<file path="config.mk">
export PLATFORM = sky130hd
export DESIGN_NAME = lift_ctrl
export DESIGN_NICKNAME = d
export VERILOG_FILES = /design/src/rtl/lift_ctrl_pkg.sv /design/src/rtl/lift_ctrl_tick_timer.sv /design/src/rtl/lift_ctrl.sv
export SDC_FILE = /design/constraint.sdc
export NUM_CORES = 1
export LEC_CHECK = 0
export CORE_MARGIN = 2
export CORE_UTILIZATION = 49
export CTS_CLUSTER_SIZE = 25
export DETAILED_ROUTE_END_ITERATION = 7
export PLACE_DENSITY = 0.75
export SLEW_MARGIN = 5
export SYNTH_ARGS = -nofsm -noshare
export SYNTH_HDL_FRONTEND = slang
export SYNTH_SLANG_ARGS = --single-unit
</file>
<file path="constraint.sdc">
create_clock -name clk -period 1.9 [get_ports clk]
set_input_delay 0.38 -clock clk [delete_from_list [all_inputs] [get_ports clk]]
set_output_delay 0.38 -clock clk [all_outputs]
set_load 0.02 [all_outputs]
</file>
<file path="src/rtl/lift_ctrl_pkg.sv">
// lift_pkg: shared types and defaults for the two-floor lift controller.
// Holds the 3-bit state encoding, default timing values and the Moore
// output decode used by lift_ctrl.
package lift_pkg;

    typedef enum logic [2:0] {
        G_IDLE = 3'd0,
        G_DOOR = 3'd1,
        UP     = 3'd2,
        T_IDLE = 3'd3,
        T_DOOR = 3'd4,
        DOWN   = 3'd5
    } state_t;

    localparam int DEF_DOOR_TICKS   = 4;
    localparam int DEF_TRAVEL_TICKS = 8;
    localparam int DEF_IDLE_TICKS   = 16;

    // Moore output bundle, registered as one vector next to the state
    typedef struct packed {
        logic clr_g;
        logic clr_t;
        logic mot_up;
        logic mot_dn;
        logic door_open;
        logic at_gnd;
        logic at_top;
    } outs_t;

    // Output pattern for a given state; unused encodings drive everything low
    function automatic outs_t decode_outs(input state_t s);
        outs_t o;
        o = '0;
        case (s)
            G_IDLE: begin
                o.at_gnd = 1'b1;
            end
            G_DOOR: begin
                o.clr_g     = 1'b1;
                o.door_open = 1'b1;
                o.at_gnd    = 1'b1;
            end
            UP: begin
                o.mot_up = 1'b1;
            end
            T_IDLE: begin
                o.at_top = 1'b1;
            end
            T_DOOR: begin
                o.clr_t     = 1'b1;
                o.door_open = 1'b1;
                o.at_top    = 1'b1;
            end
            DOWN: begin
                o.mot_dn = 1'b1;
            end
            default: begin
                o = '0;
            end
        endcase
        return o;
    endfunction

endpackage

</file>
<file path="src/rtl/lift_ctrl_tick_timer.sv">
// tick_timer: loadable down-counter advanced only on slowref ticks.
// While load is high the counter is (re)loaded on each tick; otherwise it
// counts down to zero and sticks there. zero reports count == 0.
module tick_timer #(
    parameter int W = 4
) (
    input  logic         clk,
    input  logic         resetb,
    input  logic         slowref,
    input  logic         load,
    input  logic [W-1:0] load_val,
    output logic         zero
);

    logic [W-1:0] count;

    // Load or count down on each tick; never wraps below zero
    always_ff @(posedge clk) begin
        if (!resetb) begin
            count <= '0;
        end else if (slowref) begin
            if (load) begin
                count <= load_val;
            end else if (count != '0) begin
                count <= count - W'(1);
            end
        end
    end

    assign zero = (count == '0);

endmodule

</file>
<file path="src/rtl/lift_ctrl.sv">
// lift_ctrl: two-floor (ground/top) lift movement controller.
// Consumes level request flags, sequences door and travel phases on the
// slowref tick, retires served requests via clr_g/clr_t and drives the
// motor and floor indicator outputs.
// Optional feature macro: LIFT_HOME_RETURN_EN -- after IDLE_TICKS request-free
// ticks at the top floor the car returns to ground without opening the door.
module lift_ctrl
    import lift_pkg::*;
#(
    parameter int DOOR_TICKS   = DEF_DOOR_TICKS,
    parameter int TRAVEL_TICKS = DEF_TRAVEL_TICKS,
    parameter int IDLE_TICKS   = DEF_IDLE_TICKS
) (
    input  logic                              clk,
    input  logic                              resetb,
    input  logic                              slowref,
    input  logic                              req_g,
    input  logic                              req_t,
    output logic                              clr_g,
    output logic                              clr_t,
    output logic                              mot_up,
    output logic                              mot_dn,
    output logic                              door_open,
    output logic                              at_gnd,
    output logic                              at_top,
    output logic [$clog2(TRAVEL_TICKS+1)-1:0] pos
);

    localparam int              PW        = $clog2(TRAVEL_TICKS + 1);
    localparam int              DW        = $clog2(DOOR_TICKS + 1);
    localparam logic [PW-1:0]   POS_TOP   = PW'(TRAVEL_TICKS);
    localparam logic [PW-1:0]   POS_LAST  = PW'(TRAVEL_TICKS - 1);
    localparam logic [PW-1:0]   POS_ONE   = PW'(1);
    localparam logic [DW-1:0]   DOOR_LOAD = DW'(DOOR_TICKS - 1);

    state_t state;
    outs_t  outs;
    logic   door_load;
    logic   door_zero;
    logic   idle_expired;
    logic   home_trip;

    // The door timer is held at its reload value outside the door states,
    // so it already holds DOOR_TICKS-1 on the tick that opens the door.
    assign door_load = (state != G_DOOR) && (state != T_DOOR);

    tick_timer #(
        .W (DW)
    ) u_door_timer (
        .clk      (clk),
        .resetb   (resetb),
        .slowref  (slowref),
        .load     (door_load),
        .load_val (DOOR_LOAD),
        .zero     (door_zero)
    );

`ifdef LIFT_HOME_RETURN_EN
    localparam int            IW        = $clog2(IDLE_TICKS + 1);
    localparam logic [IW-1:0] IDLE_LOAD = IW'(IDLE_TICKS - 1);

    logic idle_run;
    logic idle_zero;

    // Idle ticks are only those spent at the top with no request pending;
    // anything else (including any request) reloads the idle timer.
    assign idle_run     = (state == T_IDLE) && !req_g && !req_t;
    assign idle_expired = idle_run && idle_zero;

    tick_timer #(
        .W (IW)
    ) u_idle_timer (
        .clk      (clk),
        .resetb   (resetb),
        .slowref  (slowref),
        .load     (!idle_run),
        .load_val (IDLE_LOAD),
        .zero     (idle_zero)
    );

    // Remember that the current descent was started by the idle timeout
    always_ff @(posedge clk) begin
        if (!resetb) begin
            home_trip <= 1'b0;
        end else if (slowref) begin
            if (state == T_IDLE) begin
                home_trip <= idle_expired;
            end else if (state != DOWN || pos == POS_ONE) begin
                home_trip <= 1'b0;
            end
        end
    end
`else
    assign idle_expired = 1'b0;
    assign home_trip    = 1'b0;
`endif

    // State, position and registered Moore outputs advance together on each tick
    always_ff @(posedge clk) begin
        if (!resetb) begin
            state <= G_IDLE;
            pos   <= '0;
            outs  <= decode_outs(G_IDLE);
        end else if (slowref) begin
            case (state)
                G_IDLE: begin
                    if (pos != '0) begin
                        state <= G_IDLE;
                        pos   <= '0;
                        outs  <= decode_outs(G_IDLE);
                    end else if (req_g) begin
                        // own floor wins even when both requests are up
                        state <= G_DOOR;
                        outs  <= decode_outs(G_DOOR);
                    end else if (req_t) begin
                        state <= UP;
                        outs  <= decode_outs(UP);
                    end
                end

                G_DOOR: begin
                    if (pos != '0) begin
                        state <= G_IDLE;
                        pos   <= '0;
                        outs  <= decode_outs(G_IDLE);
                    end else if (door_zero) begin
                        if (req_t) begin
                            state <= UP;
                            outs  <= decode_outs(UP);
                        end else begin
                            state <= G_IDLE;
                            outs  <= decode_outs(G_IDLE);
                        end
                    end
                end

                UP: begin
                    if (pos >= POS_TOP) begin
                        state <= G_IDLE;
                        pos   <= '0;
                        outs  <= decode_outs(G_IDLE);
                    end else begin
                        pos <= pos + POS_ONE;
                        if (pos == POS_LAST) begin
                            state <= T_DOOR;
                            outs  <= decode_outs(T_DOOR);
                        end
                    end
                end

                T_IDLE: begin
                    if (pos != POS_TOP) begin
                        state <= G_IDLE;
                        pos   <= '0;
                        outs  <= decode_outs(G_IDLE);
                    end else if (req_t) begin
                        state <= T_DOOR;
                        outs  <= decode_outs(T_DOOR);
                    end else if (req_g || idle_expired) begin
                        state <= DOWN;
                        outs  <= decode_outs(DOWN);
                    end
                end

                T_DOOR: begin
                    if (pos != POS_TOP) begin
                        state <= G_IDLE;
                        pos   <= '0;
                        outs  <= decode_outs(G_IDLE);
                    end else if (door_zero) begin
                        if (req_g) begin
                            state <= DOWN;
                            outs  <= decode_outs(DOWN);
                        end else begin
                            state <= T_IDLE;
                            outs  <= decode_outs(T_IDLE);
                        end
                    end
                end

                DOWN: begin
                    if (pos == '0 || pos > POS_TOP) begin
                        state <= G_IDLE;
                        pos   <= '0;
                        outs  <= decode_outs(G_IDLE);
                    end else begin
                        pos <= pos - POS_ONE;
                        if (pos == POS_ONE) begin
                            // a home-return arrival skips the door unless
                            // someone is actually waiting at ground
                            if (home_trip && !req_g) begin
                                state <= G_IDLE;
                                outs  <= decode_outs(G_IDLE);
                            end else begin
                                state <= G_DOOR;
                                outs  <= decode_outs(G_DOOR);
                            end
                        end
                    end
                end

                default: begin
                    state <= G_IDLE;
                    pos   <= '0;
                    outs  <= decode_outs(G_IDLE);
                end
            endcase
        end
    end

    assign clr_g     = outs.clr_g;
    assign clr_t     = outs.clr_t;
    assign mot_up    = outs.mot_up;
    assign mot_dn    = outs.mot_dn;
    assign door_open = outs.door_open;
    assign at_gnd    = outs.at_gnd;
    assign at_top    = outs.at_top;

endmodule

</file>
==> impl_metrics.tcl <==
set metrics [dict create \
    crit_path_end_kind "register" \
    dpl_cell_area_sq_um 1560 \
    yosysSeqAreaShare 0.277 \
    status "complete, no violations" \
    cts_tree "yes" \
    die_w_um 54.1 \
    clock_latency_ns 0.29 \
    syn_area_per_cell_sq_um 7.63 \
    wl_per_cell_um 15.8 \
    path_delay_family "simple AND/OR/NAND/NOR gates" \
    core_area_sq_um 2430 \
    max_slew.worst_pin.slew_ns 0.493 \
    finalCritPeriodShare 0.975 \
    grt_pass1_wl_um 5360 \
    p_per_area_nw_per_um2 623 \
    num-nets-final 205 \
    die_h_um 54.1 \
    cp.required_ns 2.08 \
    final_area_sq_um 1650 \
    area_growth_pct 33.9 \
    synthCells 161 \
    grt_pass1_vias 1207 \
    power_leakage_nw 0.674 \
    htree_levels 1 \
    path_clk_slew_ns 0.11 \
    synth_cell_types 46 \
    r2r_cells 6 \
    final.min_clock_period_ns 1.85 \
    vias 1343 \
    worstPathCellList "buf_4 > or3_1 > a211o_1 > and4_1 > a21oi_1 > nor3_1" \
    drc 0 \
    ir_worst_vdd_mv 0.596 \
    drt-initial-drc-count 39 \
    yosysTopAreaCell "dfxtp_1" \
    numPortBuffers 15 \
    die_area_sq_um 2920 \
    cap_violations 0 \
    totalWireLength_um 3520 \
    dp.cells 218 \
    rows 18 \
    whs_path_depth 1 \
    grt_start_max_net_pins 18 \
    slew_headroom 0.671 \
    cpMaxStageDelayCell "or3_1" \
    clock_sinks 17 \
    worst-path-stages 6 \
    worstSetupPathType "reg2reg" \
    crit_buf_inv 1 \
    synth_commonest_cells "dfxtp_1 (17), a21oi_1 (13), nand2_1 (12), nor2_1 (10)" \
    drive_above_1_share 0.228 \
    drtAntennaViolNets 0 \
    synth_top_area_share 0.277 \
    synth_nets 172 \
    synth_warnings 0 \
    hpwl_um 2650 \
    path_max_fanout 10 \
    cts_buffers 3 \
    fmax_ghz 0.540 \
    grt_antenna_before_repair 0 \
    slew_violations 0 \
    grt_overflow 0 \
    nFillCells 204 \
    vias_per_cell 6.02 \
    setup_viol_count_final 0 \
    async_flop_share 0 \
    place.gp.congestion 0.973 \
    num_io_pins 16 \
    min_path_type "reg2reg" \
    ys.flop_type "dfxtp_1" \
    postCtsHoldBufs 0 \
    ys_ff_latch 17 \
    root_buffer "clkbuf_4" \
    worstSetupStartpointType "register" \
    cts.path.max_buffers 2 \
    synth_enable_flop_cells 0 \
    critPathMaxStageDelay_ns 0.35 \
    synthTopCellsByArea "dfxtp_1 (28%), ha_1 (6.1%), a21oi_1 (5.3%), nor3_1 (3.7%), o21ai_0 (3.7%)" \
    yosys.cell_count.top_type "dfxtp_1" \
    firstDrtPassIters 4 \
    syn-cell-area_sq_um 1230 \
    initial_core_util 0.505 \
    finClkSkew_ns 0.00155 \
    fin_cells 223 \
    cp.arrival_ns 2.03 \
    antenna-diode-count 0 \
    hold_viol_final 0 \
    track_usage 0.258 \
]
==> cells in the final DEF (no fill, tap or decap), types with 4 or more instances in the layout <==
| cell type | count |
|---|---|
| nor2_1 | 10 |
| dfxtp_1 | 12 |
| nand2_1 | 12 |
| nor2b_1 | 6 |
| nand3_1 | 4 |
| inv_1 | 9 |
| clkdlybuf4s50_1 | 13 |
| ha_1 | 5 |
| nor3_1 | 9 |
| buf_4 | 23 |
| a21oi_1 | 11 |
| o21ai_0 | 8 |
==> flip-flops by register name, summed over array words and instances (netlist names) <==
signal              count
u_door_timer.count      3
pos                     4
state                   3
clr_g                   1
at_gnd                  1
mot_up                  1
mot_dn                  1
clr_t                   1
at_top                  1
door_open               1
==> final cells by class <==
class | instances | area [sq um] | area share
Sequential cell | 17 | 352 | 0.214
Clock buffer | 4 | 26.3 | 0.0160
Timing Repair Buffer | 41 | 370 | 0.225
Tap cell | 30 | 37.5 | 0.0228
Inverter | 9 | 33.8 | 0.0205
Multi-Input combinational cell | 122 | 826 | 0.502
==> path summary, 6_finish.rpt <==
kind,from,endpoint,slack [ns]
setup / recovery,state[0],at_top,0.05
hold / removal,u_door_timer.count[0],u_door_timer.count[0],0.44
setup reg to reg,state[0],at_top,0.05
hold reg to reg,u_door_timer.count[0],u_door_timer.count[0],0.44
==> repair_timing <==
item                                    CTS  global route
endpoints found under the setup margin    1            15
resized for setup                         4            11
endpoints found under the hold margin     0             0
buffers inserted                          0             1
pin swaps                                 1             3
==> layer usage <==
layer  track usage  up-vias  share of wire
met5             0        -              0
met1         0.316      632           0.44
met2         0.459       48           0.49
met4        0.0583        0          0.017
li1              -      657              -
met3        0.0528        6          0.046
==> cell families (layout without fill, tap and decap cells) <==
kind of cell / Yosys count / count (layout) / share of synthesized area
simple gates: 66 / 66 / 0.310
compound gates: 48 / 48 / 0.258
buf+inv: 22 / 54 / 0.0794
flops: 17 / 17 / 0.277
fa+ha+maj: 6 / 6 / 0.0611
xor+xnor: 1 / 1 / 0.00713
mux: 1 / 1 / 0.00815
==> where the power goes <==
part           switching (mW)  internal [mW]  leakage, nW
clock network           0.124         0.0817       0.0150
logic                   0.211          0.195        0.517
registers              0.0277          0.387        0.142
==> per-stage QoR <==
step | power, mW | setup WS (ns) | util | hold WS [ns] | setup TNS (ns)
CTS | 1.01 | 0.000955 | 0.660 | 0.478 | 0
global route | 1.08 | -0.0411 | 0.676 | 0.460 | -0.0465
floorplan | 0.663 | 0.00936 | - | 0.437 | 0
global placement | 0.806 | -0.175 | 0.642 | 0.452 | -1.33
detailed placement | 0.814 | -0.237 | 0.642 | 0.461 | -1.82
finish | 1.03 | 0.0482 | 0.676 | 0.444 | 0
No activity file was read; power rests on OpenSTA's default activity.
